==> src/rtl/im_loader_if.sv <==
// Byte-stream input and instruction-memory write port of the program loader.
// The loader owns the master modport; the stream source and IM sit on the slave side.
interface im_loader_if;
  logic [7:0]  rx_data;
  logic        rx_vld;
  logic        im_we;
  logic [15:0] im_waddr;
  logic [16:0] im_wdata;

  modport master (
    input  rx_data, rx_vld,
    output im_we, im_waddr, im_wdata
  );

  modport slave (
    output rx_data, rx_vld,
    input  im_we, im_waddr, im_wdata
  );
endinterface

==> src/rtl/im_loader.sv <==
// Program loader: parses a length header plus packed 17-bit words and fills IM from address 0.
// Define IM_LOADER_CHKSUM_EN to require a trailing XOR checksum byte after the payload.
module im_loader #(
  parameter int DEPTH   = 2048,
  parameter int TIMEOUT = 50000
) (
  input  logic        clk,
  input  logic        rst_n,
  input  logic        start,
  im_loader_if.master bus,
  output logic        cpu_hold,
  output logic        busy,
  output logic        done,
  output logic        err,
  output logic [1:0]  err_code,
  output logic [11:0] words_loaded
);

  typedef enum logic [3:0] {
    S_IDLE, S_LEN_HI, S_LEN_LO, S_B0, S_B1, S_B2, S_DONE, S_ERR
`ifdef IM_LOADER_CHKSUM_EN
    , S_CHK
`endif
  } state_e;

  localparam logic [1:0]  ERR_LEN   = 2'b01;
  localparam logic [1:0]  ERR_TMO   = 2'b10;
  localparam logic [1:0]  ERR_CHK   = 2'b11;
  localparam logic [15:0] DEPTH_L   = 16'(DEPTH);
  localparam logic [15:0] TMO_LAST  = 16'(TIMEOUT - 1);

  state_e      state_q, state_d;
  logic        busy_q, busy_d;
  logic        hold_q, hold_d;
  logic        done_q, done_d;
  logic        err_q, err_d;
  logic [1:0]  code_q, code_d;
  logic        we_q, we_d;
  logic [15:0] waddr_q, waddr_d;
  logic [16:0] wdata_q, wdata_d;
  logic [15:0] addr_q, addr_d;
  logic [11:0] wl_q, wl_d;
  logic [15:0] len_q, len_d;
  logic        b0_q, b0_d;
  logic [7:0]  b1_q, b1_d;
  logic [15:0] tmo_q, tmo_d;
  logic [15:0] len_rx;
`ifdef IM_LOADER_CHKSUM_EN
  logic [7:0]  chk_q, chk_d;
`endif

  assign len_rx = {len_q[15:8], bus.rx_data};

  always_comb begin
    // NOTE: every _d gets its hold value first so no path through the case leaves a latch.
    state_d = state_q;
    busy_d  = busy_q;
    hold_d  = hold_q;
    done_d  = done_q;
    err_d   = err_q;
    code_d  = code_q;
    we_d    = 1'b0;
    waddr_d = waddr_q;
    wdata_d = wdata_q;
    addr_d  = addr_q;
    wl_d    = wl_q;
    len_d   = len_q;
    b0_d    = b0_q;
    b1_d    = b1_q;
    tmo_d   = tmo_q;
`ifdef IM_LOADER_CHKSUM_EN
    chk_d   = chk_q;
`endif

    if (busy_q) tmo_d = bus.rx_vld ? 16'd0 : tmo_q + 16'd1;

    case (state_q)
      S_IDLE, S_DONE, S_ERR: begin
        if (start) begin
          state_d = S_LEN_HI;
          busy_d  = 1'b1;
          hold_d  = 1'b1;
          done_d  = 1'b0;
          err_d   = 1'b0;
          code_d  = 2'b00;
          addr_d  = 16'd0;
          wl_d    = 12'd0;
          tmo_d   = 16'd0;
`ifdef IM_LOADER_CHKSUM_EN
          chk_d   = 8'd0;
`endif
        end
      end
      S_LEN_HI: if (bus.rx_vld) begin
        len_d[15:8] = bus.rx_data;
        state_d     = S_LEN_LO;
      end
      S_LEN_LO: if (bus.rx_vld) begin
        len_d = len_rx;
        if (len_rx == 16'd0 || len_rx > DEPTH_L) begin
          state_d = S_ERR;
          busy_d  = 1'b0;
          err_d   = 1'b1;
          code_d  = ERR_LEN;
        end else begin
          state_d = S_B0;
        end
      end
      S_B0: if (bus.rx_vld) begin
        b0_d    = bus.rx_data[0];
        state_d = S_B1;
`ifdef IM_LOADER_CHKSUM_EN
        chk_d   = chk_q ^ bus.rx_data;
`endif
      end
      S_B1: if (bus.rx_vld) begin
        b1_d    = bus.rx_data;
        state_d = S_B2;
`ifdef IM_LOADER_CHKSUM_EN
        chk_d   = chk_q ^ bus.rx_data;
`endif
      end
      S_B2: if (bus.rx_vld) begin
        we_d    = 1'b1;
        waddr_d = addr_q;
        wdata_d = {b0_q, b1_q, bus.rx_data};
        addr_d  = addr_q + 16'd1;
        wl_d    = wl_q + 12'd1;
`ifdef IM_LOADER_CHKSUM_EN
        chk_d   = chk_q ^ bus.rx_data;
`endif
        if (addr_q + 16'd1 == len_q) begin
`ifdef IM_LOADER_CHKSUM_EN
          state_d = S_CHK;
`else
          state_d = S_DONE;
          busy_d  = 1'b0;
          hold_d  = 1'b0;
          done_d  = 1'b1;
`endif
        end else begin
          state_d = S_B0;
        end
      end
`ifdef IM_LOADER_CHKSUM_EN
      S_CHK: if (bus.rx_vld) begin
        busy_d = 1'b0;
        if (bus.rx_data == chk_q) begin
          state_d = S_DONE;
          hold_d  = 1'b0;
          done_d  = 1'b1;
        end else begin
          state_d = S_ERR;
          err_d   = 1'b1;
          code_d  = ERR_CHK;
        end
      end
`endif
      default: state_d = S_IDLE;
    endcase

    // Idle gap check: only reachable while no byte arrives, so no byte transition is overridden.
    if (busy_q && !bus.rx_vld && tmo_q == TMO_LAST) begin
      state_d = S_ERR;
      busy_d  = 1'b0;
      err_d   = 1'b1;
      code_d  = ERR_TMO;
    end
  end

  // NOTE: non-blocking assignments so every flop samples its peers' pre-edge values.
  always_ff @(posedge clk or negedge rst_n) begin
    if (!rst_n) begin
      state_q <= S_IDLE;
      busy_q  <= 1'b0;
      hold_q  <= 1'b0;
      done_q  <= 1'b0;
      err_q   <= 1'b0;
      code_q  <= 2'b00;
      we_q    <= 1'b0;
      waddr_q <= 16'd0;
      wdata_q <= 17'd0;
      addr_q  <= 16'd0;
      wl_q    <= 12'd0;
      len_q   <= 16'd0;
      b0_q    <= 1'b0;
      b1_q    <= 8'd0;
      tmo_q   <= 16'd0;
`ifdef IM_LOADER_CHKSUM_EN
      chk_q   <= 8'd0;
`endif
    end else begin
      state_q <= state_d;
      busy_q  <= busy_d;
      hold_q  <= hold_d;
      done_q  <= done_d;
      err_q   <= err_d;
      code_q  <= code_d;
      we_q    <= we_d;
      waddr_q <= waddr_d;
      wdata_q <= wdata_d;
      addr_q  <= addr_d;
      wl_q    <= wl_d;
      len_q   <= len_d;
      b0_q    <= b0_d;
      b1_q    <= b1_d;
      tmo_q   <= tmo_d;
`ifdef IM_LOADER_CHKSUM_EN
      chk_q   <= chk_d;
`endif
    end
  end

  assign bus.im_we    = we_q;
  assign bus.im_waddr = waddr_q;
  assign bus.im_wdata = wdata_q;
  assign cpu_hold     = hold_q;
  assign busy         = busy_q;
  assign done         = done_q;
  assign err          = err_q;
  assign err_code     = code_q;
  assign words_loaded = wl_q;

endmodule

==> src/flat_wrapper.sv <==
// flat-port wrapper written by rule: the top's interface ports become plain ports
module im_loader_flat 
#(
  parameter int DEPTH   = 2048,
  parameter int TIMEOUT = 50000
)
  (clk, rst_n, start, cpu_hold, busy, done, err, err_code, words_loaded, bus_rx_data, bus_rx_vld, bus_im_we, bus_im_waddr, bus_im_wdata);
  im_loader_if bus_i ();
  input  logic clk;
  input  logic rst_n;
  input  logic start;
  output logic cpu_hold;
  output logic busy;
  output logic done;
  output logic err;
  output logic [1:0] err_code;
  output logic [11:0] words_loaded;
  input wire logic [$bits(bus_i.rx_data)-1:0] bus_rx_data;
  input wire logic [$bits(bus_i.rx_vld)-1:0] bus_rx_vld;
  output wire logic [$bits(bus_i.im_we)-1:0] bus_im_we;
  output wire logic [$bits(bus_i.im_waddr)-1:0] bus_im_waddr;
  output wire logic [$bits(bus_i.im_wdata)-1:0] bus_im_wdata;
  assign bus_i.rx_data = bus_rx_data;
  assign bus_i.rx_vld = bus_rx_vld;
  assign bus_im_we = bus_i.im_we;
  assign bus_im_waddr = bus_i.im_waddr;
  assign bus_im_wdata = bus_i.im_wdata;
  im_loader #(.DEPTH(DEPTH), .TIMEOUT(TIMEOUT)) u_core (.clk(clk), .rst_n(rst_n), .start(start), .bus(bus_i), .cpu_hold(cpu_hold), .busy(busy), .done(done), .err(err), .err_code(err_code), .words_loaded(words_loaded));
endmodule
==> config.mk <==
export PLATFORM = sky130hd
export DESIGN_NAME = im_loader_flat
export DESIGN_NICKNAME = d
export VERILOG_FILES = /design/src/rtl/im_loader_if.sv /design/src/rtl/im_loader.sv /design/src/flat_wrapper.sv
export SDC_FILE = /design/constraint.sdc
export NUM_CORES = 1
export LEC_CHECK = 0
export BUFFER_PORTS_ARGS = -buffer_cell sky130_fd_sc_hd__buf_2
export CAP_MARGIN = 20
export CORE_MARGIN = 10
export CORE_UTILIZATION = 40
export CTS_CLUSTER_SIZE = 10
export DETAILED_ROUTE_END_ITERATION = 6
export GPL_ROUTABILITY_DRIVEN = 0
export GPL_TIMING_DRIVEN = 0
export PLACE_DENSITY = 0.63
export SLEW_MARGIN = 20
export SYNTH_ARGS = -nofsm -noshare
export SYNTH_HDL_FRONTEND = slang
export SYNTH_SLANG_ARGS = --single-unit
==> constraint.sdc <==
create_clock -name clk -period 3.1 [get_ports clk]
set_input_delay 0.31 -clock clk [delete_from_list [all_inputs] [get_ports clk]]
set_output_delay 0.31 -clock clk [all_outputs]
set_load 0.05 [all_outputs]
==> Yosys cells after proc, flatten, opt, wreduce, memory -nomap -nowiden <==
Cells that the tools add are included.
W data, S select, Z words.
{ "word_totals": {"reg_bits": 113, "out_inout_bits": 52} }
{ "op_classes": {"addsub": 3, "n_lt_le_gt_ge": 1, "eq_ne": 20, "n_mux": 45, "n_bitwise": 1, "reduce_logical": 20} }
{ "ops": {"columns": ["operator", "n"], "rows": [
  ["$mux W16", 6],
  ["$add A16 B1 Y16 const B", 2],
  ["$pmux W16 S2", 1],
  ["$mux W4", 7],
  ["$mux W12", 2],
  ["$pmux W12 S2", 1],
  ["$pmux W4 S6", 1],
  ["$ne A3 B2 Y1 const B", 6],
  ["$eq A16 B16 Y1", 1],
  ["$eq A16 B16 Y1 const B", 1],
  ["$eq A4 B3 Y1 const B", 4],
  ["$gt A16 B12 Y1 const B", 1],
  ["$logic_not A16 Y1", 1],
  ["$pmux W8 S2", 1],
  ["$mux W1", 14],
  ["$add A12 B1 Y12 const B", 1],
  ["$reduce_and A6 Y1", 2],
  ["$eq A4 B2 Y1 const B", 2],
  ["$mux W2", 4],
  ["$mux W8", 1],
  ["$reduce_and A2 Y1", 4],
  ["$reduce_and A4 Y1", 2],
  ["$mux W3", 2],
  ["$ne A3 B1 Y1 const B", 2],
  ["16 further kinds", 21]
]} }

==> Depth between registers and ports, before layout <==
{ "logic_depth": {"word_depth": 6, "depth_mapped": 8} }

==> Least setup slack after synthesis <==
No wires, ideal clock.
{ "synth_timing": {"kind": "reg2reg", "start": "register u_core.addr_q[0]", "end": "register u_core.busy_q, in the netlist u_core.busy", "setup_time_ns": 0.129, "arrival_ns": 2.021, "required_time_ns": 2.970, "setup_slack_ns": 0.950, "path_stages_with_launch": 8, "n_path_buf": 0, "cell_sequence": "dfrtp_1 -> ha_1 -> nand2_1 -> nor4_1 -> a21oi_1 -> a2111o_1 -> nor4b_4 -> nor3_1"} }
{ "synth_via": {"elab_chain_cells": 4} }
{ "synth_rtl": {"columns": ["item", "line_no", "text"], "rows": [
  ["from (decl)", "im_loader.sv:41", "logic [15:0] addr_q, addr_d;"],
  ["from (signal assigned)", "im_loader.sv:202", "addr_q <= addr_d;"],
  ["$add A16 B1 Y16", "im_loader.sv:132", "if (addr_q + 16'd1 == len_q) begin"],
  ["$eq A16 B16 Y1", "im_loader.sv:132", null],
  ["$ne A3 B1 Y1 (no source line)", null, null],
  ["$reduce_and A6 Y1 (no source line)", null, null],
  ["to (signal assigned)", "im_loader.sv:194", "busy_q <= busy_d;"],
  ["to (decl)", "im_loader.sv:33", "logic busy_q, busy_d;"]
]} }
Every way passes these cells.
A chain may end at the register's enable or synchronous reset.

==> Worst setup path after layout <==
{ "layout_timing": {"start": "register u_core.addr_q[0]", "end": "register u_core.hold_q, in the netlist u_core.cpu_hold"} }
{ "layout_via": {"elab_chain_cells": 4} }
{ "layout_rtl": {"columns": ["item", "line_no", "text"], "rows": [
  ["$add A16 B1 Y16", "im_loader.sv:132", null],
  ["$eq A16 B16 Y1", "im_loader.sv:132", null],
  ["$ne A2 B1 Y1 (no source line)", null, null],
  ["$reduce_and A4 Y1 (no source line)", null, null],
  ["to (signal assigned)", "im_loader.sv:195", "hold_q <= hold_d;"],
  ["to (decl)", "im_loader.sv:34", "logic hold_q, hold_d;"]
]} }
Every way passes these cells.

==> metrics.log <==
[metrics] outcome: complete, no violations
[metrics] worst hold path type: in -> reg
[metrics] maximum level of the CTS H-tree: 3
[metrics] post-cts resize count: 0
[metrics] Inserted Clock Buffers: 9
[metrics] Syn Nets: 645
[metrics] Die Span X: 140 um
[metrics] commonest non-fill, non-tap cell in the layout: sky130_fd_sc_hd__nand2_1
[metrics] count of maximum capacitance violations: 0
[metrics] average via count per standard cell: 5.53
[metrics] number of top-level design ports: 64
[metrics] fraction of layout cells with a size suffix above 1: 17.9%
[metrics] Hold Vio Cnt, Final: 0
[metrics] worst slack on hold paths: 224 ps
[metrics] most used cells in the layout excluding fill and tap cells: sky130_fd_sc_hd__nand2_1, sky130_fd_sc_hd__dfrtp_1, sky130_fd_sc_hd__buf_2
[metrics] shortest period the worst path allows: 2610 ps
[metrics] capturing element type of the critical path: register
[metrics] sequential share of the synthesized area: 48.7%
[metrics] cell area after technology mapping: 5750 um^2
[metrics] TritonCTS clock tree: built
[metrics] initial antenna violation count: 0
[metrics] clk root buf: sky130_fd_sc_hd__clkbuf_16
[metrics] Setup CP Type: reg -> reg
[metrics] count of pins over their slew limit: 0
[metrics] detailed-route DRC error count: 0
[metrics] unrepaired setup endpoints after global routing: no
[metrics] hold buffers post-CTS: 1
[metrics] highest-delay cell along the critical path: sky130_fd_sc_hd__nor4_1
[metrics] area inside the core boundary: 14000 um^2
[metrics] Warnings, synthesis: 0
[metrics] Die Footprint: 19600 um^2
[metrics] number of sinks handled by clock tree synthesis: 112
[metrics] measured slew at the worst slew-check pin: 752 ps
[metrics] setup bufs post-CTS: 0
[metrics] largest vdd supply drop: 564 uV
[metrics] Slowest Stage Delay on Critical Path: 640 ps
[metrics] crit path setup slack, layout: 491 ps
[metrics] static leakage: 3.06 nW
[metrics] initial core utilization: 41.1%
[metrics] Worst-Skew Late Latency: 360 ps
[metrics] arrival time at the worst endpoint: 2850 ps
[metrics] Max Clock Skew: 6.87 ps
[metrics] final setup TNS: 0 ps
[metrics] share of flip-flops with an asynchronous set or reset: 100%
[metrics] Worst slew margin: 49.7%
[metrics] prevailing post-synth register cell: sky130_fd_sc_hd__dfrtp_1
[metrics] wire per inst: 16.7 um
[metrics] drt first pass iters: 5
[metrics] antenna-violating nets left: 0
[metrics] detailed-route wire length: 14900 um
[metrics] Finish-stage setup viols: 0
[metrics] Layout Area Growth over Synthesis: 15.3%
[metrics] final HPWL from detailed placement: 10700 um
[metrics] share of the clock period used by the worst path: 84.2%
[metrics] Post-Syn Area per Cell: 9.13 um^2
[metrics] global route overflow: 0
[metrics] Total Routing Usage GR: 15.0%
[metrics] utilization after layout: 47.4%
[metrics] buffers added on ports: 63
[metrics] antenna diode count: 0
[metrics] first-pass GRT wire length: 24600 um
[metrics] critical path buffer and inverter count: 0
[metrics] routed vias: 4926
[metrics] worst setup slack after placement: 468 ps
[metrics] number of global-route vias before repair: 4756
[metrics] synthesized instance count: 630
[metrics] maximum number of pins on one net before global-route repair: 58
[metrics] worst path cell trace: ha_1 > nand2_1 > nor4_1 > a21oi_1 > a2111o_1 > nor4b_4 > nor2_1
[metrics] number of nets in the layout: 721
[metrics] count of flip-flops with a built-in enable after synthesis: 0
[metrics] clk slew on worst S/H paths: 80 ps
[metrics] worst-path maximum fanout: 7
[metrics] cell type group with the largest total delay on the critical path: simple AND/OR/NAND/NOR gates
[metrics] launching element type of the critical path: register
[metrics] post-synthesis cell type count: 60
[metrics] number of placement rows: 43
[metrics] Worst Path Required: 3340 ps
[metrics] drt first-iter violations: 336
[metrics] maximum frequency from static timing analysis: 383 MHz
[metrics] post-layout power: 5.25 mW
[metrics] ratio of total power to cell area: 792 nW/um^2
[metrics] Max Buffers Root-to-Sink: 2
[metrics] total of flip-flops plus latches after synthesis: 112
[metrics] die extent in y: 140 um
[path summary, 6_finish.rpt]
kind	start	to	slack, ps	cells past startpoint
hold / removal	bus_rx_data[3]	u_core.bus.im_wdata[3]	220	3
setup / recovery	u_core.addr_q[0]	u_core.cpu_hold	490	7
min in group asynchronous	rst_n	u_core.bus.im_waddr[10]	490	2
hold reg to reg	u_core.bus.im_waddr[5]	u_core.bus.im_waddr[5]	470	2
max in group asynchronous	rst_n	u_core.addr_q[1]	1960	3
setup reg to reg	u_core.addr_q[0]	u_core.cpu_hold	490	7
[cells in the mapped netlist, types with 13 or more instances]
cell / count / share of area [%]
sky130_fd_sc_hd__nand2_1: 139 / 9.1
sky130_fd_sc_hd__nand3_1: 16 / 1.4
sky130_fd_sc_hd__a21oi_1: 29 / 2.5
sky130_fd_sc_hd__dfrtp_1: 112 / 49
sky130_fd_sc_hd__nor4_1: 13 / 1.4
sky130_fd_sc_hd__nand4_1: 13 / 1.4
sky130_fd_sc_hd__nor3_1: 13 / 1.1
sky130_fd_sc_hd__mux2_2: 26 / 5.1
sky130_fd_sc_hd__nor2_1: 46 / 3.0
sky130_fd_sc_hd__o21ai_0: 45 / 3.9
sky130_fd_sc_hd__xnor2_1: 15 / 2.3
sky130_fd_sc_hd__clkbuf_1: 22 / 1.4
[flip-flops by register name (all words and copies together) (netlist names), 2 cells and up]
name	flops
u_core.b1_q	8
u_core.len_q	16
u_core.tmo_q	16
u_core.err_code	2
u_core.state_q	3
u_core.words_loaded	12
u_core.addr_q	16
u_core.bus.im_wdata	17
u_core.bus.im_waddr	16
[power breakdown]
part	internal [mW]	switching [mW]
Clock	0.590	0.580
Sequential	1.81	0.296
Combinational	0.648	1.33
[stage by stage]
stage / cell area (um^2) / cells
5_1_grt: 6630 / 891
6_report: 6630 / 891
3_5_place_dp: 6330 / 874
2_1_floorplan: 5750 / 630
3_3_place_gp: 6290 / 873
4_1_cts: 6630 / 891
[tightest hold or removal path, cell delays in order]
cell	delay (ps)
sky130_fd_sc_hd__buf_2	140
sky130_fd_sc_hd__nand2_1	60
sky130_fd_sc_hd__nand2_1	40
[area by class of cell]
| class | count | area (um^2) |
|---|---|---|
| well taps | 180 | 225 |
| repair buffers | 65 | 359 |
| inverters | 10 | 37.5 |
| clock buffers | 10 | 239 |
| multi-input cells | 472 | 2750 |
| flip-flops and latches | 112 | 2800 |
| clock inverters | 6 | 57.6 |
| fillers | 1374 | 7350 |
| plain buffers | 36 | 168 |
[kinds of logic after synthesis]
family	share of synthesized area (%)
DFF	48.7
muxes	5.44
xor gates and xnor gates	3.50
AOI/OAI and AO/OA	12.8
adders and majority gates	0.653
and+or+nand+nor	25.3
buffers and inverters	3.57
[metal layers]
layer	track usage (%)	wire, um	vias to the layer above
li1	-	-	2369
met1	20.5	7140	2390
met2	22.2	6550	148
met3	3.58	883	19
met4	6.47	325	0
met5	0	0	-
No activity file was read; power rests on OpenSTA's default activity.
